===== src/rtl/ws2812_frame_ctrl.sv =====
// ws2812_frame_ctrl: double-buffered pixel store that feeds one frame per refresh period to a WS2812 driver.
// Build option: define WS2812_BRIGHTNESS_EN to add a global brightness scaler (one extra cycle of latency).
module ws2812_frame_ctrl #(
  parameter int unsigned LEDS_NUM       = 7,
  parameter int unsigned REFRESH_CYCLES = 1_000_000,
  localparam int unsigned ADDR_W = (LEDS_NUM > 1) ? $clog2(LEDS_NUM) : 1,
  localparam int unsigned IDX_W  = $clog2(LEDS_NUM + 1),
  localparam int unsigned RW     = $clog2(REFRESH_CYCLES)
) (
  input  logic              clock,
  input  logic              reset,
  input  logic              run,
  input  logic              wr_en,
  input  logic [ADDR_W-1:0] wr_addr,
  input  logic [23:0]       wr_data,
  input  logic              commit,
  input  logic [7:0]        brightness,
  input  logic              drv_req,
  input  logic [IDX_W-1:0]  drv_idx,
  output logic              drv_reset,
  output logic [31:0]       color_rgb,
  output logic              busy,
  output logic              swap_pending,
  output logic              frame_done,
  output logic              overrun
);

  localparam int unsigned AW1   = ADDR_W + 1;
  localparam int unsigned DEPTH = 2 ** AW1;

  localparam logic [1:0] S_IDLE  = 2'd0;
  localparam logic [1:0] S_SERVE = 2'd1;
  localparam logic [1:0] S_FETCH = 2'd2;
  localparam logic [1:0] S_DONE  = 2'd3;

  logic [1:0]       state;
  logic [1:0]       state_d;
  logic [RW-1:0]    refresh_cnt;
  logic             tick_c;
  logic             drv_req_q;
  logic             req_rise;
  logic             front_sel;
  logic             last_seen;
  logic [IDX_W-1:0] idx_q;
  logic             swap_c;
  logic             load_c;
  logic [23:0]      rd_c;
  logic [23:0]      mem [DEPTH];

  assign tick_c = (refresh_cnt == RW'(REFRESH_CYCLES - 1));

  // Pixel store addressed {bank, index}; host always writes the back bank.
  always_ff @(posedge clock) begin
    if (wr_en && (AW1'(wr_addr) < AW1'(LEDS_NUM)))
      mem[{~front_sel, wr_addr}] <= wr_data;
  end

  // Indices past the last pixel read as black (driver's trailing slot).
  assign rd_c = (idx_q < IDX_W'(LEDS_NUM)) ? mem[{front_sel, ADDR_W'(idx_q)}] : 24'h000000;

  // Next-state logic.
  always_comb begin
    state_d = state;
    swap_c  = 1'b0;
    load_c  = 1'b0;
    case (state)
      S_IDLE: begin
        if (tick_c && run) begin
          state_d = S_SERVE;
          swap_c  = swap_pending;
        end
      end
      S_SERVE: begin
        if (req_rise) state_d = S_FETCH;
      end
      S_FETCH: begin
        if ((idx_q == '0) && last_seen) begin
          state_d = S_DONE;
        end else begin
          state_d = S_SERVE;
          load_c  = 1'b1;
        end
      end
      S_DONE:  state_d = S_IDLE;
      default: state_d = S_IDLE;
    endcase
  end

  // State, sequencing registers and state-decoded outputs.
  always_ff @(posedge clock) begin
    if (reset) begin
      state        <= S_IDLE;
      refresh_cnt  <= '0;
      drv_req_q    <= 1'b0;
      req_rise     <= 1'b0;
      front_sel    <= 1'b0;
      last_seen    <= 1'b0;
      idx_q        <= '0;
      swap_pending <= 1'b0;
      overrun      <= 1'b0;
      drv_reset    <= 1'b1;
      busy         <= 1'b0;
      frame_done   <= 1'b0;
    end else begin
      state       <= state_d;
      refresh_cnt <= tick_c ? '0 : refresh_cnt + RW'(1);
      drv_req_q   <= drv_req;
      req_rise    <= drv_req & ~drv_req_q;
      drv_reset   <= (state_d == S_IDLE) || (state_d == S_DONE);
      busy        <= (state_d == S_SERVE) || (state_d == S_FETCH);
      frame_done  <= (state_d == S_DONE);
      if (tick_c && (state != S_IDLE)) overrun <= 1'b1;
      if (swap_c) begin
        front_sel    <= ~front_sel;
        swap_pending <= 1'b0;
      end
      if (commit) swap_pending <= 1'b1;
      if ((state == S_SERVE) && req_rise) idx_q <= drv_idx;
      if ((state == S_IDLE) && (state_d == S_SERVE))
        last_seen <= 1'b0;
      else if (load_c && (idx_q >= IDX_W'(LEDS_NUM - 1)))
        last_seen <= 1'b1;
    end
  end

`ifdef WS2812_BRIGHTNESS_EN
  function automatic logic [7:0] scale(input logic [7:0] c, input logic [7:0] b);
    return 8'((16'(c) * (16'(b) + 16'd1)) >> 8);
  endfunction

  logic [23:0] raw_q;
  logic        raw_vld;

  // Fetched colour is staged one cycle, then scaled per channel.
  always_ff @(posedge clock) begin
    if (reset) begin
      raw_q     <= '0;
      raw_vld   <= 1'b0;
      color_rgb <= '0;
    end else begin
      raw_vld <= load_c;
      if (load_c) raw_q <= rd_c;
      if (raw_vld)
        color_rgb <= {8'h00, scale(raw_q[23:16], brightness),
                      scale(raw_q[15:8], brightness), scale(raw_q[7:0], brightness)};
    end
  end
`else
  logic unused_brightness;
  assign unused_brightness = ^brightness;

  always_ff @(posedge clock) begin
    if (reset)       color_rgb <= '0;
    else if (load_c) color_rgb <= {8'h00, rd_c};
  end
`endif

endmodule


===== config.mk =====
export PLATFORM = sky130hd
export DESIGN_NAME = ws2812_frame_ctrl
export DESIGN_NICKNAME = d
export VERILOG_FILES = /design/src/rtl/ws2812_frame_ctrl.sv
export SDC_FILE = /design/constraint.sdc
export NUM_CORES = 1
export LEC_CHECK = 0
export CORE_ASPECT_RATIO = 0.8
export CORE_MARGIN = 2
export CORE_UTILIZATION = 45
export CTS_BUF_LIST = sky130_fd_sc_hd__clkbuf_8 sky130_fd_sc_hd__clkbuf_16
export CTS_CLUSTER_DIAMETER = 50
export CTS_CLUSTER_SIZE = 20
export DETAILED_ROUTE_END_ITERATION = 8
export SLEW_MARGIN = 15
export SYNTH_ARGS = -nofsm -noshare
export SYNTH_HDL_FRONTEND = slang
export SYNTH_SLANG_ARGS = --single-unit

===== constraint.sdc =====
create_clock -name clock -period 4.12 [get_ports clock]
set_input_delay 0.412 -clock clock [delete_from_list [all_inputs] [get_ports clock]]
set_output_delay 0.412 -clock clock [all_outputs]
set_load 0.005 [all_outputs]

## Yosys cells after proc, flatten, opt, wreduce, memory -nomap -nowiden

Memories as Yosys holds them, arrays and structs flattened.
Cells that the tools add are included.

| storage, ports and cells | value |
|---|---|
| bits in registers | 58 |
| latch bits | 0 |
| RAM bits | 384 |
| memory bits (read-only) | 0 |
| input bits | 44 |
| output and inout port bits | 37 |
| memories kept | 1 |

| operators by class | value |
|---|---|
| add/sub/neg operators | 1 |
| multiply operators | 0 |
| divide/modulo/power cells | 0 |
| order comparisons | 3 |
| equality and inequality tests | 7 |
| shifts and indexed selects | 0 |
| mux-type cells | 13 |
| bitwise logic cells | 3 |
| reductions and logical operators | 16 |

Memories:

| memory | words | bits a word | rd ports | clocked after memory_dff | write ports | RTL line | source |
|---|---|---|---|---|---|---|---|
| mem | 16 | 24 | 1 | 0 | 1 | 48 | `logic [23:0] mem [DEPTH];` |

Operators by type and width:

| cell | count |
|---|---|
| $mux 24 | 1 |
| $add 20x1->20 const B | 1 |
| $eq 20x20->1 const B | 1 |
| $eq 2x2->1 const B | 4 |
| $mux 1 | 8 |
| $pmux 2 s4 | 1 |
| $logic_and 1x1->1 | 7 |
| $lt 3x3->1 const B | 2 |
| $mux 2 | 3 |
| $eq 2x1->1 const B | 2 |
| $logic_not 2->1 | 2 |
| $reduce_bool 2->1 | 2 |
| $reduce_or 2->1 | 2 |
| $ge 3x3->1 const B | 1 |
| $logic_not 3->1 | 1 |
| $logic_or 1x1->1 | 2 |
| $not 1->1 | 2 |
| $and 1x1->1 | 1 |

## Depth between registers and ports, before layout

Gate-level depths: netlist (run 1).

| depth | value |
|---|---|
| depth after elaboration | 7 |
| mapped depth | 10 |

## Least setup slack after synthesis (run 1)

Ideal clock, no wire load.

| timing path | value |
|---|---|
| path type | input to register |
| start | in wr_addr[0] |
| end | mem mem[8][0], enable pin |
| library setup time | 0.435 ns |
| data arrival time | 2.596 ns |
| data required time | 3.685 ns |
| path slack | 1.089 ns |
| stages | 2 |
| path buffers | 0 |
| cells stage by stage | or3b_2 -> nor3_1 |

| on the way | value |
|---|---|
| cells in the longest elaborated chain, start to end | 4 |

RTL lines:

| item | RTL line | source |
|---|---|---|
| from (decl) | 14 | `input logic [ADDR_W-1:0] wr_addr,` |
| $lt 3x3->1 | 54 | `if (wr_en && (AW1'(wr_addr) < AW1'(LEDS_NUM)))` |
| $logic_and 1x1->1 | 54 |  |
| $mux 1 | 54 |  |
| $mux 1 (implied by the code) | 55 | `mem[{~front_sel, wr_addr}] <= wr_data;` |
| to (decl) | 48 |  |

Parallel ways exist; a longest one is shown, timed or not.

## Worst setup path after layout (run 1)

| timing path | value |
|---|---|
| start | reg idx_q[0] |
| end | reg color_rgb[4] |

| on the way | value |
|---|---|
| cells in the longest elaborated chain, start to end | 4 |
| elaborated cells on any way between the ends | 7 |
| those cells by class | 1 x order compare; 3 x mux; 2 x reduce/logical; 1 x memory |

RTL lines:

| item | RTL line | source |
|---|---|---|
| from (decl) | 44 | `logic [IDX_W-1:0] idx_q;` |
| from (signal assigned) | 118 | `if ((state == S_SERVE) && req_rise) idx_q <= drv_idx;` |
| parallel branches: the longest is 4 deep, another holds $mem_v2 16x24 | n/a |  |
| to (signal assigned) | 154 | `else if (load_c) color_rgb <= {8'h00, rd_c};` |
| to (decl) | 21 | `output logic [31:0] color_rgb,` |

Several ways; the timed one is not identified.
A chain may end at the register's enable or synchronous reset.

==> qor.yml, run 1 <==
logic_synthesis:
  synth_edf_count: 384
  synth.avg_cell_area_um2: 19.66
  synth.cell_area_um2: 16890
  yosys_warnings: 0
  synth-main-ff-cell: "edfxtp_1"
  synth-seq-cells: 442
  yosysTopAreaCell: "edfxtp_1"
  yosysSeqAreaShare_pct: 75.14
  postSynthCellCount: 859
  async_reset_ff_share_pct: 0
  synth_area_leaders: "edfxtp_1 (68%), mux4_2 (13%), dfxtp_1 (6.9%)"
  synth.distinct_cells: 49
  netlist.area_leader.share_pct: 68.27
setup_path:
  start_kind: "flop"
  worstSetupEndpointType: "flop"
  path_max_fanout: 56
  path_class: "flop to flop"
  cp.required_ns: 4.54
  cp_data_arrival_time_ns: 2.99
timing:
  setup_viol: 0
  slew_headroom_pct: 24.17
  drv_slew: 0
  clock.fmax_mhz: 390.0
  period_needed_ns: 2.564
  fin_ws_ns: 1.556
  holdWs_ns: 0.3957
  clock-skew-final_ns: 0.01613
  rsz0062_at_grt: "no"
  worst_slew_pin_slew_ns: 1.133
  tns_ns: 0
  finalHoldViolCount: 0
  finalCritPeriodShare_pct: 62.24
global_route:
  antenna_found_initial: 1
  grt-busiest-layer: "met1"
  grt_use_met3_pct: 2.811
  gr-usage-met1_pct: 27.22
  grt_pass1_vias: 8223
  track_usage_pct: 17.87
  grt_overflow_total: 0
  grt_first_pass_wirelength_um: 51060
  grt_util_met2_pct: 27.19
  grt_max_degree: 85
finish:
  final_common_cell: "edfxtp_1"
  layout_common_cells: "edfxtp_1 (384), mux4_2 (96), clkdlybuf4s50_1 (64)"
  fin_nets: 1033
  final_cells: 1499
  seq_area_um2: 12700
  n_fill_cell: 2993
  syn_to_final_growth_pct: 15.51
  final_layout_size_suffix_gt1_share_pct: 22.06
  multiInputGateArea_um2: 4193
clock_tree:
  cts_made_buffers: 34
  clk_path_buf_depth: 3
  clk_latency_ns: 0.54
  clock_sinks: 442
  cts.repair.resized: 0
  clkTransAtPathRegs_ns: 0.08
  htree_levels: 2
  cts_tree: "yes"
  cts_hold_buf: 0
  root_buffer: "clkbuf_16"
  post_cts_buffers: 0
routing:
  ant_nets: 0
  via_per_inst: 5.434
  drc: 0
  wl_per_cell_um: 22.49
  drt_iter0_drc: 717
  vias: 8146
  routed_wl_um: 33710
  dr.pass1.iters: 5
power_and_ir_drop:
  power.leakage_nw: 6.167
  vdd_drop_max_mv: 0.2783
  power.density_nw_per_um2: 435.5
  finalPower_mw: 8.498
floorplanning:
  start_util_pct: 45.59
  dieArea_um2: 39110
  rows: 63
  die_w_um: 220.6
  die_h_um: 177.3
  core-area_um2: 37050
  pin_count: 81
placed_design:
  gp_congestion: 0.7132
  post-place-cells: 1437
  pre_cts_ws_ns: 1.379
  dp_hpwl_um: 17970
  port_buffers: 64
job:
  max_cap_viol_count: 0
status:
  status: "complete, no violations"
min_path:
  min_path_type: "flop to flop"
routing by layer:
layer  vias to the layer above  part of all wire, %
met5                         -                    0
met4                         0                  1.7
met3                        38                  5.3
met2                       188                   45
met1                      4250                   48
li1                       3670                    -
stage by stage:
step | instance area, µm² | util [%]
3_5_place_dp | 18380 | 49.62
5_1_grt | 19510 | 52.66
4_1_cts | 19510 | 52.66
3_3_place_gp | 18380 | 49.62
2_1_floorplan | 17100 | -
6_report | 19510 | 52.66
area by class of cell:
type / count / share of cell area (%)
inverter: 10 / 0.1924
antenna: 1 / 0.01283
tap: 487 / 3.123
sequential: 442 / 65.10
multi-input combinational: 412 / 21.49
clock inverter: 26 / 1.276
timing repair buffer: 86 / 4.322
clock buffer: 35 / 4.489
state kept, by name (all words and copies together), names as in the netlist:
name and cells:
busy 1, color_rgb 24, drv_req_q 1, drv_reset 1, frame_done 1, front_sel 1, idx_q 3, last_seen 1
mem 384, overrun 1, refresh_cnt 20, req_rise 1, state 2, swap_pending 1
cell usage after synthesis (all sizes together), types with 5 or more instances:
master  count
dfxtp      58
a21oi      33
clkbuf     16
xor2        5
nand2b     25
xnor2       6
buf        34
a221o      24
mux2       25
nand2      32
nor3        6
mux4       96
o21ai       6
inv        10
nand4       6
edfxtp    384
nor2       37
nand3      11
worst max-delay path: stages, from the launching register on:
cell and delay (ns):
dfxtp_4 0.75, buf_12 0.47, mux4_2 0.58, mux2_2 0.27, a221o_1 0.32
cell families (layout without fill, tap and decap cells):
kind of cell / after synthesis / in the layout / synth area share [%]
other cells: 1 / 57 / 0.02220
simple gates: 145 / 145 / 4.585
mux: 124 / 124 / 14.64
flops: 442 / 442 / 75.14
buf+inv: 60 / 157 / 1.763
xor+xnor: 11 / 11 / 0.5704
fa+ha+maj: 3 / 3 / 0.2222
compound gates: 73 / 73 / 3.052
power by group:
group	switching (mW)	leakage, nW	internal, mW
logic	0.114	1.63	0.0540
registers	0.0180	3.98	4.94
clock network	1.64	0.563	1.74
total	1.77	6.17	6.73
path summary, 6_finish.rpt:
kind | slack (ns) | from | to | cells after the start
max reg2reg | 1.56 | idx_q[0]$_SDFFE_PP0P_ | color_rgb[4]$_SDFFE_PP0P_ | 4
min | 0.40 | drv_req_q$_SDFF_PP0_ | req_rise$_SDFF_PP0_ | 1
max | 1.56 | idx_q[0]$_SDFFE_PP0P_ | color_rgb[4]$_SDFFE_PP0P_ | 4
min reg2reg | 0.40 | drv_req_q$_SDFF_PP0_ | req_rise$_SDFF_PP0_ | 1
No activity file was read; power rests on OpenSTA's default activity.
==> inputs of run 2 (changes only) <==
==> constraint.sdc (replaced) <==
create_clock -name clock -period 2.65 [get_ports clock]
set_input_delay 0.265 -clock clock [delete_from_list [all_inputs] [get_ports clock]]
set_output_delay 0.265 -clock clock [all_outputs]
set_load 0.005 [all_outputs]
==> qor.yml, run 2 (synthesized netlist as in run 1, its figures left out) <==
status:
  status: "complete, no violations"
timing:
  worst_slew_pin_slew_ns: 1.149
  finalCritPeriodShare_pct: 85.85
  drv_slew: 0
  clock.fmax_mhz: 439.6
  period_needed_ns: 2.275
  finalHoldViolCount: 0
  rsz0062_at_grt: "no"
  slew_headroom_pct: 23.30
  setup_viol: 0
  fin_ws_ns: 0.3750
  clock-skew-final_ns: 0.03103
  tns_ns: 0
finish:
  top_regs: "mem: 384 flops, color_rgb: 24 flops, refresh_cnt: 20 flops"
  diodes: 0
  finish.utilization_pct: 53.22
  fin_nets: 1050
  final_common_cell: "edfxtp_1"
  top_register: "mem"
  final_cells: 1517
  final_layout_size_suffix_gt1_share_pct: 23.69
  largest_reg_flops: 384
  syn_to_final_growth_pct: 16.72
  layout_common_cells: "edfxtp_1 (384), mux4_2 (96), clkdlybuf4s50_1 (64)"
placed_design:
  pre_cts_ws_ns: 0.1825
  post-place-cells: 1452
  gp_congestion: 0.7380
  dp_hpwl_um: 19100
  port_buffers: 64
global_route:
  track_usage_pct: 17.51
  grt_max_degree: 75
  grt_first_pass_wirelength_um: 50260
  antenna_found_initial: 1
  grt_pass1_vias: 8252
  grt_overflow_total: 0
setup_path:
  cp.required_ns: 3.06
  path_class: "flop to flop"
  path_max_fanout: 5
  startpoint: "refresh_cnt[11]$_SDFF_PP0_"
  start_kind: "flop"
  cp_data_arrival_time_ns: 2.68
  worstSetupEndpointType: "flop"
  r2r-start: "refresh_cnt[11]$_SDFF_PP0_"
job:
  max_cap_viol_count: 0
power_and_ir_drop:
  vdd_drop_max_mv: 0.4105
  power.density_nw_per_um2: 679.0
  switching_share_pct: 20.88
  power_frac_clock_pct: 40.5
  finalPower_mw: 13.39
  power.leakage_nw: 6.285
  seq_power_share_pct: 57.5
  intPower_mw: 10.59
  p_sw_mw: 2.796
  p_comb_share_pct: 1.9
clock_tree:
  root_buffer: "clkbuf_16"
  cts.repair.resized: 0
  clock_sinks: 442
  htree_levels: 2
  cts_hold_buf: 0
  clk_latency_ns: 0.55
  clk_path_buf_depth: 3
  post_cts_buffers: 0
  clkTransAtPathRegs_ns: 0.07
  cts_tree: "yes"
  cts_made_buffers: 36
routing:
  routed_wl_um: 33230
  drc: 0
  ant_nets: 0
  dr.pass1.iters: 7
  via_per_inst: 5.407
  wl_per_cell_um: 21.91
  drt_iter0_drc: 736
  vias: 8203
floorplanning:
  die_w_um: 220.6
  core-area_um2: 37050
  die_h_um: 177.3
  dieArea_um2: 39110
  rows: 63
  pin_count: 81
  start_util_pct: 45.59
min_path:
  min_path_type: "primary input to flop"
  hp-start: "drv_req"
[run 2: cell count changes in the layout (fill, tap and decap cells not counted), moves of 2 or more]
cell,previous run,this run
clkinvlp_4,4,2
buf_4,19,33
inv_1,15,13
nor2_4,8,6
clkinv_4,1,4
nor2_2,3,5
clkinv_8,0,4
[run 2: power by group through the flow]
stage | clock network [mW] | logic [mW] | registers [mW]
after global routing | 5.84 | 0.291 | 7.71
final | 5.43 | 0.260 | 7.70
after CTS | 5.58 | 0.263 | 7.70
after floorplan | 0 | 0.0908 | 7.85
after detailed placement | 0 | 0.264 | 7.86
after global placement | 0 | 0.259 | 7.86
[run 2: layer usage]
layer / wire length [µm] / vias up / part of all wire [%] / global-route usage (%)
li1: - / 3715 / - / -
met1: 15490 / 4228 / 47 / 26.39
met4: 624 / 2 / 1.9 / 4.083
met2: 15320 / 205 / 46 / 26.76
met3: 1785 / 53 / 5.4 / 3.171
met5: 13 / - / 0.039 / 0
[run 2: critical path, stage by stage (launching register included)]
cell and delay [ns]:
dfxtp_1 0.34, or4b_1 0.57, nor4_4 0.41, nand3_1 0.15, a22oi_1 0.23, ha_1 0.19, inv_1 0.05, o21ai_0 0.14
a21oi_1 0.08
[run 2: final timing paths]
path | endpoint | slack [ns] | cells after the start
min | drv_req_q$_SDFF_PP0_ | 0.36 | 2
max reg2reg | last_seen$_SDFFE_PP0P_ | 0.38 | 8
max | last_seen$_SDFFE_PP0P_ | 0.38 | 8
min reg2reg | req_rise$_SDFF_PP0_ | 0.39 | 1
[run 2: through the flow]
stage	hold slack, ns	cell area, µm²
after floorplan	0.3639	17100
after global placement	0.3745	18510
after detailed placement	0.3827	18510
after CTS	0.3396	19720
after global routing	0.3623	19720
final	0.3643	19720
[run 2: area by class of cell]
| class | count | area (µm²) |
|---|---|---|
| fillers | 2946 | 17330 |
| flip-flops and latches | 442 | 12700 |
| multi-input cells | 412 | 4189 |
| repair buffers | 101 | 968.4 |
| clock buffers | 37 | 914.6 |
| well taps | 487 | 609.3 |
| clock inverters | 28 | 295.3 |
| inverters | 10 | 37.54 |
==> RTL change 1: new RTL, flow settings as in run 1 <==
Add a define of `WS2812_BRIGHTNESS_EN`.
--- a/src/rtl/ws2812_frame_ctrl.sv
+++ b/src/rtl/ws2812_frame_ctrl.sv
@@ -1,5 +1,7 @@
 // ws2812_frame_ctrl: double-buffered pixel store that feeds one frame per refresh period to a WS2812 driver.
 // Build option: define WS2812_BRIGHTNESS_EN to add a global brightness scaler (one extra cycle of latency).
+`define WS2812_BRIGHTNESS_EN
+
 module ws2812_frame_ctrl #(
   parameter int unsigned LEDS_NUM       = 7,
   parameter int unsigned REFRESH_CYCLES = 1_000_000,
Behaviour: no difference found for any inputs over 10 cycles, from zero or initial values and one cycle with reset high; that may be too few to reach the edited logic, so the function may still have changed.
==> RTL change 1 against run 1 <==
  * The flow now finishes with violations (setup timing)
  * Synthesized area up 41%
  * Core utilization rose by 2.2 points
  * Sequential cell count is 25 higher
  * Via count is 64% higher
  * Critical path depth up 17
  * Setup slack got worse by 1800 ps
  * Synthesized cell count is 83% higher
  * Routed wire length grew 52%
  * Cell area up 48%
  * Power is 11% higher
  * Count of clock-buffer cells in the layout increased by 6
  * First-iteration DRC count up 9.5%
  * Fmax decreased by 42%
  * Highest routed layer is now met5
==> RTL change 1: results (changes against run 1) <==
[metrics] met2 layer usage reported by global route: 0.319 (was 0.272)
[metrics] M1 WL: 23,700 um (was 16,100 um)
[metrics] CP peak stage delay: 580 ps (was 750 ps)
[metrics] total number of multi-input combinational cells: 924 (was 412)
[metrics] clock latency of the later-clocked register in the worst-skew pair: 560 ps (was 540 ps)
[metrics] relative slew slack: 0.274 (was 0.242)
[metrics] final clock skew: 18.7 ps (was 16.1 ps)
[metrics] violations in the final reports: setup timing
[metrics] input/output buffers: 72 (was 64)
[metrics] Layout clock area frac: 0.0473 (was 0.0577)
[metrics] R2R Path End: color_rgb[23] (was color_rgb[4])
[metrics] launch point of the worst path: brightness[1] (was idx_q[0])
[metrics] largest driver fanout on the critical path: 5 (was 56)
[metrics] standard cell area after detailed placement: 0.0269 sq mm (was 0.0184 sq mm)
[metrics] wire length on met2: 24,500 um (was 15,300 um)
[metrics] hold slack final: 391 ps (was 396 ps)
[metrics] reg-to-reg slack, setup: -240 ps (was 1560 ps)
[metrics] number of instances resized during post-cts repair: 57 (was 0)
[metrics] area of combinational cells with multiple inputs: 0.0105 sq mm (was 0.00419 sq mm)
[metrics] Setup Crit Path Kind: input port to flop (was flop to flop)
[metrics] final setup fails: 20 (was 0)
[metrics] multiplexer fraction of the synthesized cell area: 0.117 (was 0.146)
[metrics] adder-cell share of the synthesized area: 0.153 (was 0.00222)
[metrics] leakage power of the design: 11.1 nW (was 6.17 nW)
[metrics] Setup TNS: -3290 ps (was 0 ps)
[metrics] number of sequential storage elements: 467 (was 442)
[metrics] maximum number of pins on one net before global-route repair: 60 (was 85)
[metrics] nets@finish: 2,107 (was 1,033)
[metrics] top cells by area in the synthesized netlist: edfxtp_1, mux4_2, fa_1, dfxtp_1, ha_1 (was edfxtp_1, mux4_2, dfxtp_1, mux2_2, a221o_1)
[metrics] result of the run: finished, violations left (was complete, no violations)
[metrics] uppermost signal routing layer after detailed routing: met5 (was met4)
[metrics] Synth Area in Compound Gates: 0.0351 (was 0.0305)
[metrics] post-CTS setup buffers: 10 (was 0)
[metrics] least setup slack across all paths after layout: -268 ps (was 1560 ps)
[metrics] CP delay by family, top: adder cells (was multiplexers)
[metrics] first-pass GRT wire length: 81,000 um (was 51,100 um)
[metrics] first-iteration detailed-routing DRC count: 785 (was 717)
[metrics] number of cell instances on the worst register-to-register path: 16 (was 4)
[metrics] total number of vias: 13,341 (was 8,146)
[metrics] fraction of layout cells with a size suffix above 1: 0.256 (was 0.221)
[metrics] invs w/o clock: 156 (was 10)
[metrics] routability-driven placement congestion ratio: 0.791 (was 0.713)
[metrics] count of filler cells inserted in the layout: 4,238 (was 2,993)
[metrics] antenna diode instance count: 0 (was 1)
[metrics] cell type of the slowest stage on the worst timing path: fa_1 (was dfxtp_4)
[metrics] Placement Setup Slack: -1520 ps (was 1380 ps)
[metrics] Net Sw Power: 2.12 mW (was 1.77 mW)
## RTL change 1: changes by cell type after synthesis, moves of 24 or more
| cell | run 1 | this run |
|---|---|---|
| a221o_1 | 24 | 0 |
| a32o_1 | 0 | 24 |
| and2_1 | 1 | 148 |
| clkbuf_1 | 16 | 52 |
| dfxtp_1 | 58 | 83 |
| fa_1 | 0 | 120 |
| ha_1 | 3 | 100 |
| inv_1 | 10 | 156 |
| mux2_2 | 24 | 0 |
| nand2_1 | 32 | 56 |
| xnor2_1 | 6 | 34 |
## RTL change 1: power groups by stage
| stage | registers (mW) | logic, mW | clock network [mW] |
|---|---|---|---|
| 2_1_floorplan | 5.32 | 0.114 | 0 |
| 3_3_place_gp | 5.33 | 0.290 | 0 |
| 3_5_place_dp | 5.33 | 0.296 | 0 |
| 4_1_cts | 5.22 | 0.322 | 4.00 |
| 5_1_grt | 5.23 | 0.373 | 4.19 |
| 6_report | 5.22 | 0.345 | 3.90 |
==> RTL change 2: new RTL, config.mk and constraints of run 1 <==
Without the edit above. Register the output `overrun` once more, without a reset; this adds one clock of latency there. The other outputs are not delayed to match.
--- a/src/rtl/ws2812_frame_ctrl.sv
+++ b/src/rtl/ws2812_frame_ctrl.sv
@@ -32,6 +32,8 @@
   localparam logic [1:0] S_SERVE = 2'd1;
   localparam logic [1:0] S_FETCH = 2'd2;
   localparam logic [1:0] S_DONE  = 2'd3;
+
+  logic overrun_s0;
 
   logic [1:0]       state;
   logic [1:0]       state_d;
@@ -97,7 +99,7 @@
       last_seen    <= 1'b0;
       idx_q        <= '0;
       swap_pending <= 1'b0;
-      overrun      <= 1'b0;
+      overrun_s0   <= 1'b0;
       drv_reset    <= 1'b1;
       busy         <= 1'b0;
       frame_done   <= 1'b0;
@@ -109,7 +111,7 @@
       drv_reset   <= (state_d == S_IDLE) || (state_d == S_DONE);
       busy        <= (state_d == S_SERVE) || (state_d == S_FETCH);
       frame_done  <= (state_d == S_DONE);
-      if (tick_c && (state != S_IDLE)) overrun <= 1'b1;
+      if (tick_c && (state != S_IDLE)) overrun_s0 <= 1'b1;
       if (swap_c) begin
         front_sel    <= ~front_sel;
         swap_pending <= 1'b0;
@@ -155,5 +157,9 @@
   end
 `endif
 
+  always_ff @(posedge clock) begin
+    overrun <= overrun_s0;
+  end
+
 endmodule
 
Behaviour: no difference found for any inputs over 10 cycles, from zero or initial values and one cycle with reset high; that may be too few to reach the edited logic, so the function may still have changed.
==> RTL change 2 against run 1 <==
  * Synthesized area rose by 0.12%
  * Cell area up 0.19%
  * Sequential cell count grew 1
  * Largest cell class unchanged
  * Routed wire length shrank 0.20%
  * Power about the same
  * Global-route usage down 0.070 points
  * Synthesized cell count rose by 0.12%
  * Non-clock buffer count rose by 4
  * Setup slack got worse by 170 ps
  * Worst hold slack worse by 37 ps
==> RTL change 2: results (changes against run 1) <==
[metrics] non-filler cells, final: 1,503 (was 1,499)
[metrics] cell type of the slowest stage on the worst timing path: dfxtp_4 (unchanged)
[metrics] part of the total power dissipated in the clock network: 0.396 (was 0.397)
[metrics] via density per instance: 5.44 (was 5.43)
[metrics] post-CTS setup buffers: 0 (unchanged)
[metrics] leakage power of the design: 6.21 nW (was 6.17 nW)
[metrics] maximum number of pins on one net before global-route repair: 76 (was 85)
[metrics] number of instances resized during post-cts repair: 0 (unchanged)
[metrics] CP peak stage delay: 850 ps (was 750 ps)
[metrics] input/output buffers: 64 (unchanged)
[metrics] result of the run: complete, no violations (unchanged)
[metrics] TritonCTS buffer count: 34 (unchanged)
[metrics] routability-driven placement congestion ratio: 0.727 (was 0.713)
[metrics] fraction of layout cells with a size suffix above 1: 0.221 (about the same)
[metrics] vias in the first global route: 8,209 (was 8,223)
[metrics] Avg Cell Area, Syn: 19.7 sq um (about the same)
[metrics] number of enable-type register cells in the synthesized netlist: 384 (unchanged)
[metrics] detail-routed net length per standard cell: 22.4 um (was 22.5 um)
[metrics] clk root buf: clkbuf_16 (unchanged)
[metrics] placed wire-length estimate after detailed placement: 18,800 um (was 18,000 um)
[metrics] nets@finish: 1,038 (was 1,033)
[metrics] largest driver fanout on the critical path: 37 (was 56)
[metrics] max_cap viols: 0 (unchanged)
[metrics] first-iteration detailed-routing DRC count: 754 (was 717)
[metrics] standard cell area after detailed placement: 0.0184 sq mm (about the same)
[metrics] final clock skew: 26.9 ps (was 16.1 ps)
[metrics] relative slew slack: 0.259 (was 0.242)
[metrics] H-tree depth: 2 (unchanged)
[metrics] top cell types by occurrence after synthesis: edfxtp_1, mux4_2, dfxtp_1, nor2_1 (unchanged)
[metrics] antenna violations before repair: 1 (unchanged)
[metrics] Net Sw Power: 1.71 mW (was 1.77 mW)
[metrics] number of distinct standard cells referenced by the synthesized netlist: 49 (unchanged)
[metrics] top cells by area in the synthesized netlist: edfxtp_1, mux4_2, dfxtp_1, mux2_2, a221o_1 (unchanged)
[metrics] data arrival time of the worst path: 3150 ps (was 2990 ps)
[metrics] Top Registers: mem: 384 flops, color_rgb: 24 flops, refresh_cnt: 20 flops (unchanged)
[metrics] 1st-pass router iterations: 7 (was 5)
[metrics] global-route usage over all layers: 0.178 (was 0.179)
[metrics] most instantiated flip-flop cell in the synthesis netlist: edfxtp_1 (unchanged)
[metrics] antenna diode instance count: 0 (was 1)
[metrics] sequential share of the synthesized area: 0.752 (was 0.751)
[metrics] first-pass GRT wire length: 50,800 um (was 51,100 um)
[metrics] async set-reset flop share out of synthesis: 0 (unchanged)
[metrics] IR Drop Worst-Case VDD: 345 uV (was 278 uV)
[metrics] Placement Setup Slack: 1270 ps (was 1380 ps)
[metrics] number of instances in the placed design: 1,442 (was 1,437)
RTL change 2: cell types whose count changed in the layout (fill, tap and decap cells not counted), moves of 2 or more:
cell and delta:
buf_4 +5, clkbuf_8 +2, clkinv_1 +2, clkinv_8 +3, clkinvlp_4 -3, inv_6 -2, inv_8 -3, nor2_2 +4
nor2_4 -4
RTL change 2: final timing paths:
kind / to / cells after the start / start / slack (ps)
hold reg to reg: overrun / 0 / overrun_s0 / 360
hold / removal: overrun / 0 / overrun_s0 / 360
setup / recovery: color_rgb[1] / 4 / idx_q[0] / 1390
setup reg to reg: color_rgb[1] / 4 / idx_q[0] / 1390
RTL change 2: cell families after synthesis:
logic type      share of synthesized area
flops                               0.752
simple gates                       0.0458
mux                                 0.146
compound gates                     0.0305
buf+inv                            0.0176
xor+xnor                          0.00570
fa+ha+maj                         0.00222
other cells                      0.000222
RTL change 2: metal layers:
layer | wire, um | GRT usage | vias up | part of all wire
li1 | - | - | 3678 | -
met1 | 15500 | 0.262 | 4278 | 0.46
met2 | 16000 | 0.281 | 178 | 0.48
met3 | 1610 | 0.0291 | 35 | 0.048
met4 | 524 | 0.0397 | 2 | 0.016
met5 | 13 | 0 | - | 0.00039
RTL change 2: final cells by class:
class                      count  area, sq um
multi-input combinational    412         4170
timing repair buffer          90          861
clock inverter                24          243
sequential                   443        12700
tap                          487          609
clock buffer                  37          903
inverter                      10         37.5
fill                        2958        17500
RTL change 2: worst reg2reg max path: cells and delay by family (launching register included):
kind	cells	cell delay, ps
buffers and inverters	1	600
muxes	2	860
AOI/OAI and AO/OA	1	330
DFF	1	850
RTL change 2: power groups by stage:
stage | registers (mW) | clock network [mW] | logic, mW
finish | 4.96 | 3.37 | 0.170
detailed placement | 5.07 | 0 | 0.171
floorplan | 5.06 | 0 | 0.0583
global placement | 5.06 | 0 | 0.167
global route | 4.97 | 3.62 | 0.188
CTS | 4.96 | 3.45 | 0.172
